===== config.mk =====
export PLATFORM = sky130hd
export DESIGN_NAME = instr_mem_loadable
export DESIGN_NICKNAME = d
export VERILOG_FILES = /design/src/rtl/instr_mem_loadable_pkg.sv /design/src/rtl/instr_mem_array.sv /design/src/rtl/instr_mem_loadable.sv
export SDC_FILE = /design/constraint.sdc
export NUM_CORES = 2
export LEC_CHECK = 0
export CAP_MARGIN = 20
export CORE_ASPECT_RATIO = 1.2
export CORE_MARGIN = 8
export CORE_UTILIZATION = 40
export CTS_BUF_LIST = sky130_fd_sc_hd__clkbuf_4
export CTS_CLUSTER_SIZE = 12
export DETAILED_ROUTE_END_ITERATION = 6
export PLACE_DENSITY = 0.6
export SYNTH_ARGS = -nofsm -noshare
export SYNTH_HDL_FRONTEND = slang
export SYNTH_SLANG_ARGS = --single-unit

===== constraint.sdc =====
create_clock -name clk -period 4.55 [get_ports clk]
set_input_delay 0.91 -clock clk [delete_from_list [all_inputs] [get_ports clk]]
set_output_delay 0.91 -clock clk [all_outputs]
set_load 0.02 [all_outputs]

===== src/rtl/instr_mem_loadable_pkg.sv =====
// instr_mem_loadable_pkg: shared defaults, FSM encoding and opcode field layout for the lab ISA
package instr_mem_loadable_pkg;
  localparam int INSTR_W_DEF = 9;
  localparam int ADDR_W_DEF = 8;
  localparam logic [INSTR_W_DEF-1:0] NOP_DEF = 9'b0000_00_000;
  localparam int OPC_MSB = 8;
  localparam int OPC_LSB = 5;
  typedef logic [1:0] state_t;
  localparam state_t ST_IDLE = 2'd0;
  localparam state_t ST_LOAD = 2'd1;
  localparam state_t ST_DONE = 2'd2;
  localparam state_t ST_RUN  = 2'd3;
  function automatic logic [OPC_MSB-OPC_LSB:0] opcode(input logic [INSTR_W_DEF-1:0] instr);
    return instr[OPC_MSB:OPC_LSB];
  endfunction
endpackage


===== src/rtl/instr_mem_array.sv =====
// instr_mem_array: DEPTH x INSTR_W storage with one synchronous write and one synchronous read port
module instr_mem_array
  import instr_mem_loadable_pkg::*;
#(
  parameter int INSTR_W = INSTR_W_DEF,
  parameter int ADDR_W  = ADDR_W_DEF,
  parameter int DEPTH   = 256
) (
  input  logic               clk,
  input  logic               we,
  input  logic [ADDR_W-1:0]  waddr,
  input  logic [INSTR_W-1:0] wdata,
  input  logic               re,
  input  logic [ADDR_W-1:0]  raddr,
  output logic [INSTR_W-1:0] rdata
);
  logic [INSTR_W-1:0] mem [DEPTH];
  always_ff @(posedge clk) begin
    if (we) mem[waddr] <= wdata;
    if (re) rdata <= mem[raddr];
  end
endmodule


===== src/rtl/instr_mem_loadable.sv =====
// instr_mem_loadable: run-time loadable instruction memory; streamed load port, registered fetch port
module instr_mem_loadable
  import instr_mem_loadable_pkg::*;
#(
  parameter int INSTR_W = INSTR_W_DEF,
  parameter int ADDR_W  = ADDR_W_DEF,
  parameter int DEPTH   = 256,
  parameter logic [INSTR_W-1:0] NOP_INSTR = NOP_DEF
) (
  input  logic               clk,
  input  logic               rst_n,
  input  logic               load_en,
  input  logic               load_valid,
  input  logic [INSTR_W-1:0] load_data,
  output logic               load_ready,
  output logic               load_done,
  output logic [ADDR_W:0]    load_count,
  input  logic               fetch_req,
  input  logic [ADDR_W-1:0]  fetch_addr,
  input  logic               fetch_stall,
  output logic               fetch_valid,
  output logic [INSTR_W-1:0] fetch_instr,
  output logic               fetch_fault,
  output logic               busy
);
  localparam logic [ADDR_W:0] CNT_LAST = (ADDR_W+1)'(DEPTH - 1);
  localparam logic [ADDR_W:0] CNT_ONE  = (ADDR_W+1)'(1);
  state_t state, state_nx;
  logic wr_en, rd_en, run_fetch, in_range, hit_q;
  logic [INSTR_W-1:0] rd_data;
  // load_count doubles as the write pointer; anything at or above it reads as unloaded
  assign in_range   = {1'b0, fetch_addr} < load_count;
  assign run_fetch  = state == ST_RUN && !load_en;
  assign load_ready = state == ST_LOAD && load_en && load_count <= CNT_LAST;
  assign wr_en      = load_valid && load_ready;
  assign rd_en      = run_fetch && !fetch_stall && fetch_req && in_range;
  assign load_done  = state == ST_DONE;
  assign busy       = state != ST_RUN;
  assign fetch_instr = hit_q ? rd_data : NOP_INSTR;
  always_comb begin
    state_nx = state == ST_IDLE ? (load_en ? ST_LOAD : ST_RUN)
             : state == ST_LOAD ? ((!load_en || (wr_en && load_count == CNT_LAST)) ? ST_DONE : ST_LOAD)
             : state == ST_DONE ? ST_RUN
             : (load_en ? ST_LOAD : ST_RUN);
  end
  always_ff @(posedge clk or negedge rst_n) begin
    if (!rst_n) begin
      state       <= ST_IDLE;
      load_count  <= '0;
      fetch_valid <= 1'b0;
      fetch_fault <= 1'b0;
      hit_q       <= 1'b0;
    end else begin
      state <= state_nx;
      if (state_nx == ST_LOAD && state != ST_LOAD) load_count <= '0;
      else if (wr_en) load_count <= load_count + CNT_ONE;
      // hit_q selects the array output; cleared it makes fetch_instr show the NOP fill
      if (!run_fetch) fetch_valid <= 1'b0;
      else if (!fetch_stall) begin
        fetch_valid <= fetch_req;
        if (fetch_req) begin
          hit_q       <= in_range;
          fetch_fault <= !in_range;
        end
      end
    end
  end
  instr_mem_array #(.INSTR_W(INSTR_W), .ADDR_W(ADDR_W), .DEPTH(DEPTH)) u_array (
    .clk   (clk),
    .we    (wr_en),
    .waddr (load_count[ADDR_W-1:0]),
    .wdata (load_data),
    .re    (rd_en),
    .raddr (fetch_addr),
    .rdata (rd_data)
  );
endmodule


**Yosys cells after proc, flatten, opt, wreduce, memory -nomap -nowiden**

Memory sizes are Yosys's and may differ from the RTL's. A register that Yosys moved wholly into a read port is not among the register bits.
Index checks and enable logic that the tools add are counted.

- Bits in registers: 14
- Input port bits: 23
- RAM bits: 2304
- Memories kept: 1

- Eq/ne operators: 8
- Bitwise gates (word level): 1
- Order comparisons: 2
- Muxes and demuxes: 12
- $add $sub $neg: 1
- Reduce and logical (&&, ||, !) cells: 16

Memories:

| memory | words | width | rd ports | clocked after Yosys merged registers in | write ports | RTL line | RTL |
|---|---|---|---|---|---|---|---|
| u_array.mem | 256 | 9 | 1 | 1 | 1 | instr_mem_array.sv:17 | `logic [INSTR_W-1:0] mem [DEPTH];` |

Operator list:

| kind | number |
|---|---|
| $mux W9 | 3 |
| $mux W2 | 5 |
| $add A9 B1 Y9 const B | 1 |
| $eq A9 B8 Y1 const B | 1 |
| $le A9 B8 Y1 const B | 1 |
| $logic_and A1 B1 Y1 | 9 |
| $lt A8 B9 Y1 | 1 |
| $eq A2 B1 Y1 const B | 2 |
| $eq A2 B2 Y1 const B | 2 |
| $mux W1 | 4 |
| $ne A2 B2 Y1 const B | 2 |
| $logic_not A1 Y1 | 3 |
| $reduce_and A3 Y1 | 1 |
| $logic_not A2 Y1 | 1 |
| $ne A2 B1 Y1 const B | 1 |
| $reduce_bool A2 Y1 | 1 |
| $logic_or A1 B1 Y1 | 1 |
| $not A1 Y1 | 1 |

**Depth between registers and ports, before layout**

- Depth in word-level cells: 12
- Mapped depth: 13
- Gate-level depth less buffers: 10

**Hierarchy**

From an unflattened synthesis, not the netlist that was laid out.

- Cells, all modules: 4344
- Area, all modules: 90326.6 um^2

By module, submodules not included:

| module | instances | area an instance (um^2) | seq. area each (um^2) | cells each |
|---|---|---|---|---|
| instr_mem_array | 1 | 89368.2 | 69456.6 | 4237 |
| instr_mem_loadable | 1 | 958.4 | 350.3 | 107 |

**Worst setup path before layout**

No wires, ideal clock.

- Path kind: input to register
- Start: input port fetch_addr[0]
- End: register u_array.rdata[0] (read register of u_array.mem), enable pin
- Stages: 11
- Buffers on the path: 4
- Path slack: 1241 ps
- Setup time: 387 ps
- Arrival time: 2922 ps
- Cells stage by stage: buf_6 -> buf_8 -> buf_12 -> buf_6 -> nand2b_1 -> a21o_1 -> a21oi_1 -> nor2b_1 -> o21ai_0 -> a21oi_1 -> o21ai_0

- Cells in the longest elaborated chain, start to end: 2

Ends and longest elaborated chain:

| what | RTL line | RTL |
|---|---|---|
| start: declaration | instr_mem_loadable.sv:19 | `input logic [ADDR_W-1:0] fetch_addr,` |
| $lt A8 B9 Y1 | instr_mem_loadable.sv:32 | `assign in_range = {1'b0, fetch_addr} < load_count;` |
| $logic_and A1 B1 Y1 | instr_mem_loadable.sv:36 | `assign rd_en = run_fetch && !fetch_stall && fetch_req && in_range;` |
| via rd_en | instr_mem_loadable.sv:29 | `logic wr_en, rd_en, run_fetch, in_range, hit_q;` |
| end: declaration | instr_mem_array.sv:15 | `output logic [INSTR_W-1:0] rdata` |

The timed path passes the listed nets, and every way through them passes these cells.
A chain may end at the register's enable or synchronous reset.

**Worst setup path in the final report**

- Start: register load_count[4]
- End: output port load_ready

- Cells in the longest elaborated chain, start to end: 2

Ends and longest elaborated chain:

| what | RTL line | RTL |
|---|---|---|
| start: declaration | instr_mem_loadable.sv:17 | `output logic [ADDR_W:0] load_count,` |
| start signal: assignment | instr_mem_loadable.sv:56 | `else if (wr_en) load_count <= load_count + CNT_ONE;` |
| $le A9 B8 Y1 | instr_mem_loadable.sv:34 | `assign load_ready = state == ST_LOAD && load_en && load_count <= CNT_LAST;` |
| $logic_and A1 B1 Y1 | instr_mem_loadable.sv:34 |  |
| end: declaration | instr_mem_loadable.sv:15 | `output logic load_ready,` |

Every way passes these cells.

==> out/qor.txt <==
status - finished clean
reg2reg start - load_count[1]
Die Area - 240700 sq um
hold path cells - 1
GR Layer Usage met2 - 31.84%
Post-Place Cell Area - 96370 sq um
CTS H-tree lvls - 6
Crit path largest cell delay - 0.54 ns
Initial Util - 40.06%
hold-critical path endpoint - u_array.mem[241][6]
CP max-delay cell - clkdlybuf4s50_1
multi-input logic area - 18900 sq um
Area growth syn-to-layout - 14.77%
number of routed nets with antenna violations - 0
# DRC - 0
Final period util - 95.21%
worst-path cell chain - nand4_1, buf_4, o41a_1, o211a_1, clkdlybuf4s50_1
worst slew pin tran - 1.151 ns
via count - 45080
gr busiest metal - met2
Hold WC Path Type - input pin to flip-flop
synth warn - 0
Arrival @ worst endpoint - 3.42 ns
final slew viol count - 0
pin count of the biggest net entering global routing - 139
Clock power frac - 39.4%
overall power - 42.41 mW
final setup violation count - 0
IO buf count - 45
nets - 4887
CTS root buffer - clkbuf_4
Final min period - 4.332 ns
Design Area, Final - 103400 sq um
CTS sink count - 2327
fmax - 230.8 MHz
CP Class - flip-flop to output pin
CP Capture Type - output pin
Layout fillers - 18920
Critical Path Fanout Max - 15
Critical Path RT - 3.64 ns
CTS tree - yes
Power Density - 410.2 nW/um^2
Setup Fix Bufs, Post-CTS - 0
gpl congestion - 0.7977
Die Y-Extent - 535.9 um
vias in the first global route - 47370
part of the power in registers - 55.6%
R2R depth - 10
Skew-Pair Late Insertion Delay - 1.35 ns
reg2reg setup slack - 0.70 ns
Final Util - 45.98%
asr flop ratio synth - 0.6016%
GRT met1 Usage - 23.12%
initial DRC count - 3818
Seq cells post-synth - 2327
P_sw - 9.303 mW
synthesized area per cell - 22.15 sq um
Placed Cells - 7244
Routed wire per std cell - 27.52 um
Setup crit start kind - flip-flop
synth unique cells - 46
reg2reg end - u_array.mem[69][1]
syn_nets - 4103
Layout Cells excl Fill - 8226
Max-Cap Viols - 0
first-pass GRT wire length - 328300 um
Sw Ratio - 21.94%
Cells after Synth - 4068
core area - 224900 sq um
first drt pass iteration count - 5
Die Span X - 449.2 um
Comb power frac - 5.0%
initial antenna violation count - 5
IO Pins - 46
cts bufs inserted - 592
Layout Skew - 0.08253 ns
clk buf depth - 4
EDFF count, synth - 2313
Synth Cell Area - 90090 sq um
Slew headroom - 23.27%
GR Overflow Total - 0
share of cells above drive strength 1 - 35.97%
Main synth FF type - edfxtp_1
final wirelength - 226300 um
VDD IR-drop max - 0.2832 mV
static leakage - 33.06 nW
Final Hold Fails - 0
DPL Wire Length - 136800 um
sequential area share after synthesis - 77.49%
Int Power - 33.11 mW
Global Route Usage Sum - 18.42%
register area - 69810 sq um
met3 Use GR - 3.515%
row count - 191
Vias/cell - 5.480
hold_sp - load_data[6]
clock-pin slew on the worst setup and hold paths - 0.06 ns
[registers in the layout, summed over array words and instances (netlist names)]
name           flops
load_count         9
fetch_valid        1
state              2
fetch_fault        1
hit_q              1
u_array.mem     2304
u_array.rdata      9
[power by group through the flow]
stage          clock network, mW  registers, mW  logic (mW)
3_5_place_dp                   0           24.1        2.16
3_3_place_gp                   0           24.1        2.14
4_1_cts                     17.2           23.6        2.17
5_1_grt                     18.2           23.6        2.24
2_1_floorplan                  0           24.1        1.13
6_report                    16.7           23.6        2.12
[cell type report]
class                   instances  area share [%]
diodes                         11         0.02662
clock buffers                 822           5.968
clock inverters               144          0.7406
inverters                      10         0.03993
multi-input cells            1490           18.28
flip-flops and latches       2327           67.52
well taps                    2991           3.619
repair buffers                431           3.805
[synth_stat cells (9+ instances only)]
cell type | count | area, sq um
o221ai_1 | 34 | 297.8
edfxtp_1 | 2313 | 69460
nand2_1 | 43 | 161.4
nor2b_1 | 12 | 75.07
and2_1 | 12 | 75.07
clkbuf_1 | 74 | 277.8
nand3_1 | 60 | 300.3
a22oi_1 | 98 | 735.7
o21ai_0 | 13 | 65.06
buf_6 | 34 | 382.9
mux2i_1 | 120 | 1201
mux4_2 | 596 | 13420
buf_1 | 12 | 45.04
nor3_1 | 22 | 110.1
o22ai_1 | 24 | 150.1
dfrtp_1 | 14 | 350.3
nand2b_1 | 9 | 56.30
buf_4 | 26 | 195.2
inv_1 | 9 | 33.78
nor2_1 | 288 | 1081
a21oi_1 | 64 | 320.3
nand4_1 | 18 | 112.6
ha_1 | 12 | 150.1
buf_2 | 89 | 445.4
a31oi_1 | 13 | 81.33
[repair_timing]
action	CTS	global route
hold buffers	4	1
resized for setup	3	4
cloned	0	0
pin swaps	0	0
hold endpoints to repair	79	4
endpoints found under the setup margin	1	1
[logic make-up (layout without fill, tap and decap cells)]
family	Yosys count	after routing	share of synthesized area (%)
xor gates and xnor gates	5	5	0.04861
buffers and inverters	251	1407	1.647
and+or+nand+nor	485	485	2.342
AOI/OAI and AO/OA	272	272	2.074
adders and majority gates	12	12	0.1667
DFF	2327	2327	77.49
muxes	716	716	16.23
other	0	11	0
[worst max-delay path by stage]
stage                     slack (ns)  cells after the start          endpoint     startpoint
after floorplan                 1.24                     11  u_array.rdata[0]  fetch_addr[0]
after global placement          0.29                      9  u_array.rdata[1]  fetch_addr[1]
after detailed placement        0.29                      9  u_array.rdata[1]  fetch_addr[1]
after CTS                      0.009                      6        load_ready  load_count[0]
after global routing          -0.005                      7        load_ready  load_count[2]
final                           0.22                      5        load_ready  load_count[4]
[cell usage in the layout, fill, tap and decap left out, types with 11 or more instances in the layout]
master	instances
buf_4	340
o21ai_0	12
clkinv_2	12
a21oi_1	64
buf_12	42
mux4_2	596
edfxtp_1	2313
nand3_1	44
nor3_1	22
diode_2	11
clkinv_1	110
and2_1	11
o221ai_1	34
nor2_1	287
clkdlybuf4s50_1	30
clkbuf_4	822
nand4_1	18
a22oi_1	98
inv_2	14
nand2_1	43
a31oi_1	13
nand3_2	16
mux2i_1	120
ha_1	11
o22ai_1	24
[through the flow]
stage,TNS (ns),hold slack [ns],setup slack (ns)
2_1_floorplan,0,0.5082,1.241
3_3_place_gp,0,0.5322,0.2909
3_5_place_dp,0,0.5401,0.2916
4_1_cts,0,0.001271,0.009443
5_1_grt,-0.004621,0.04428,-0.004621
6_report,0,0.1226,0.2181
[per-layer routing]
layer,wire length (um),vias up,share of wire (%)
met1,88230,23890,39
met3,13310,384,5.9
met4,7572,0,3.3
met5,0,-,0
li1,-,19120,-
met2,117200,1688,52
[worst max-delay path, delay by kind of cell, from the launching register on]
kind,cells,cell delay [ns]
AO/OA/AOI/OAI,2,0.67
buffers and inverters,2,0.78
flip-flops,1,0.51
AND/OR/NAND/NOR,1,0.16
(Power assumes the default switching activity.)
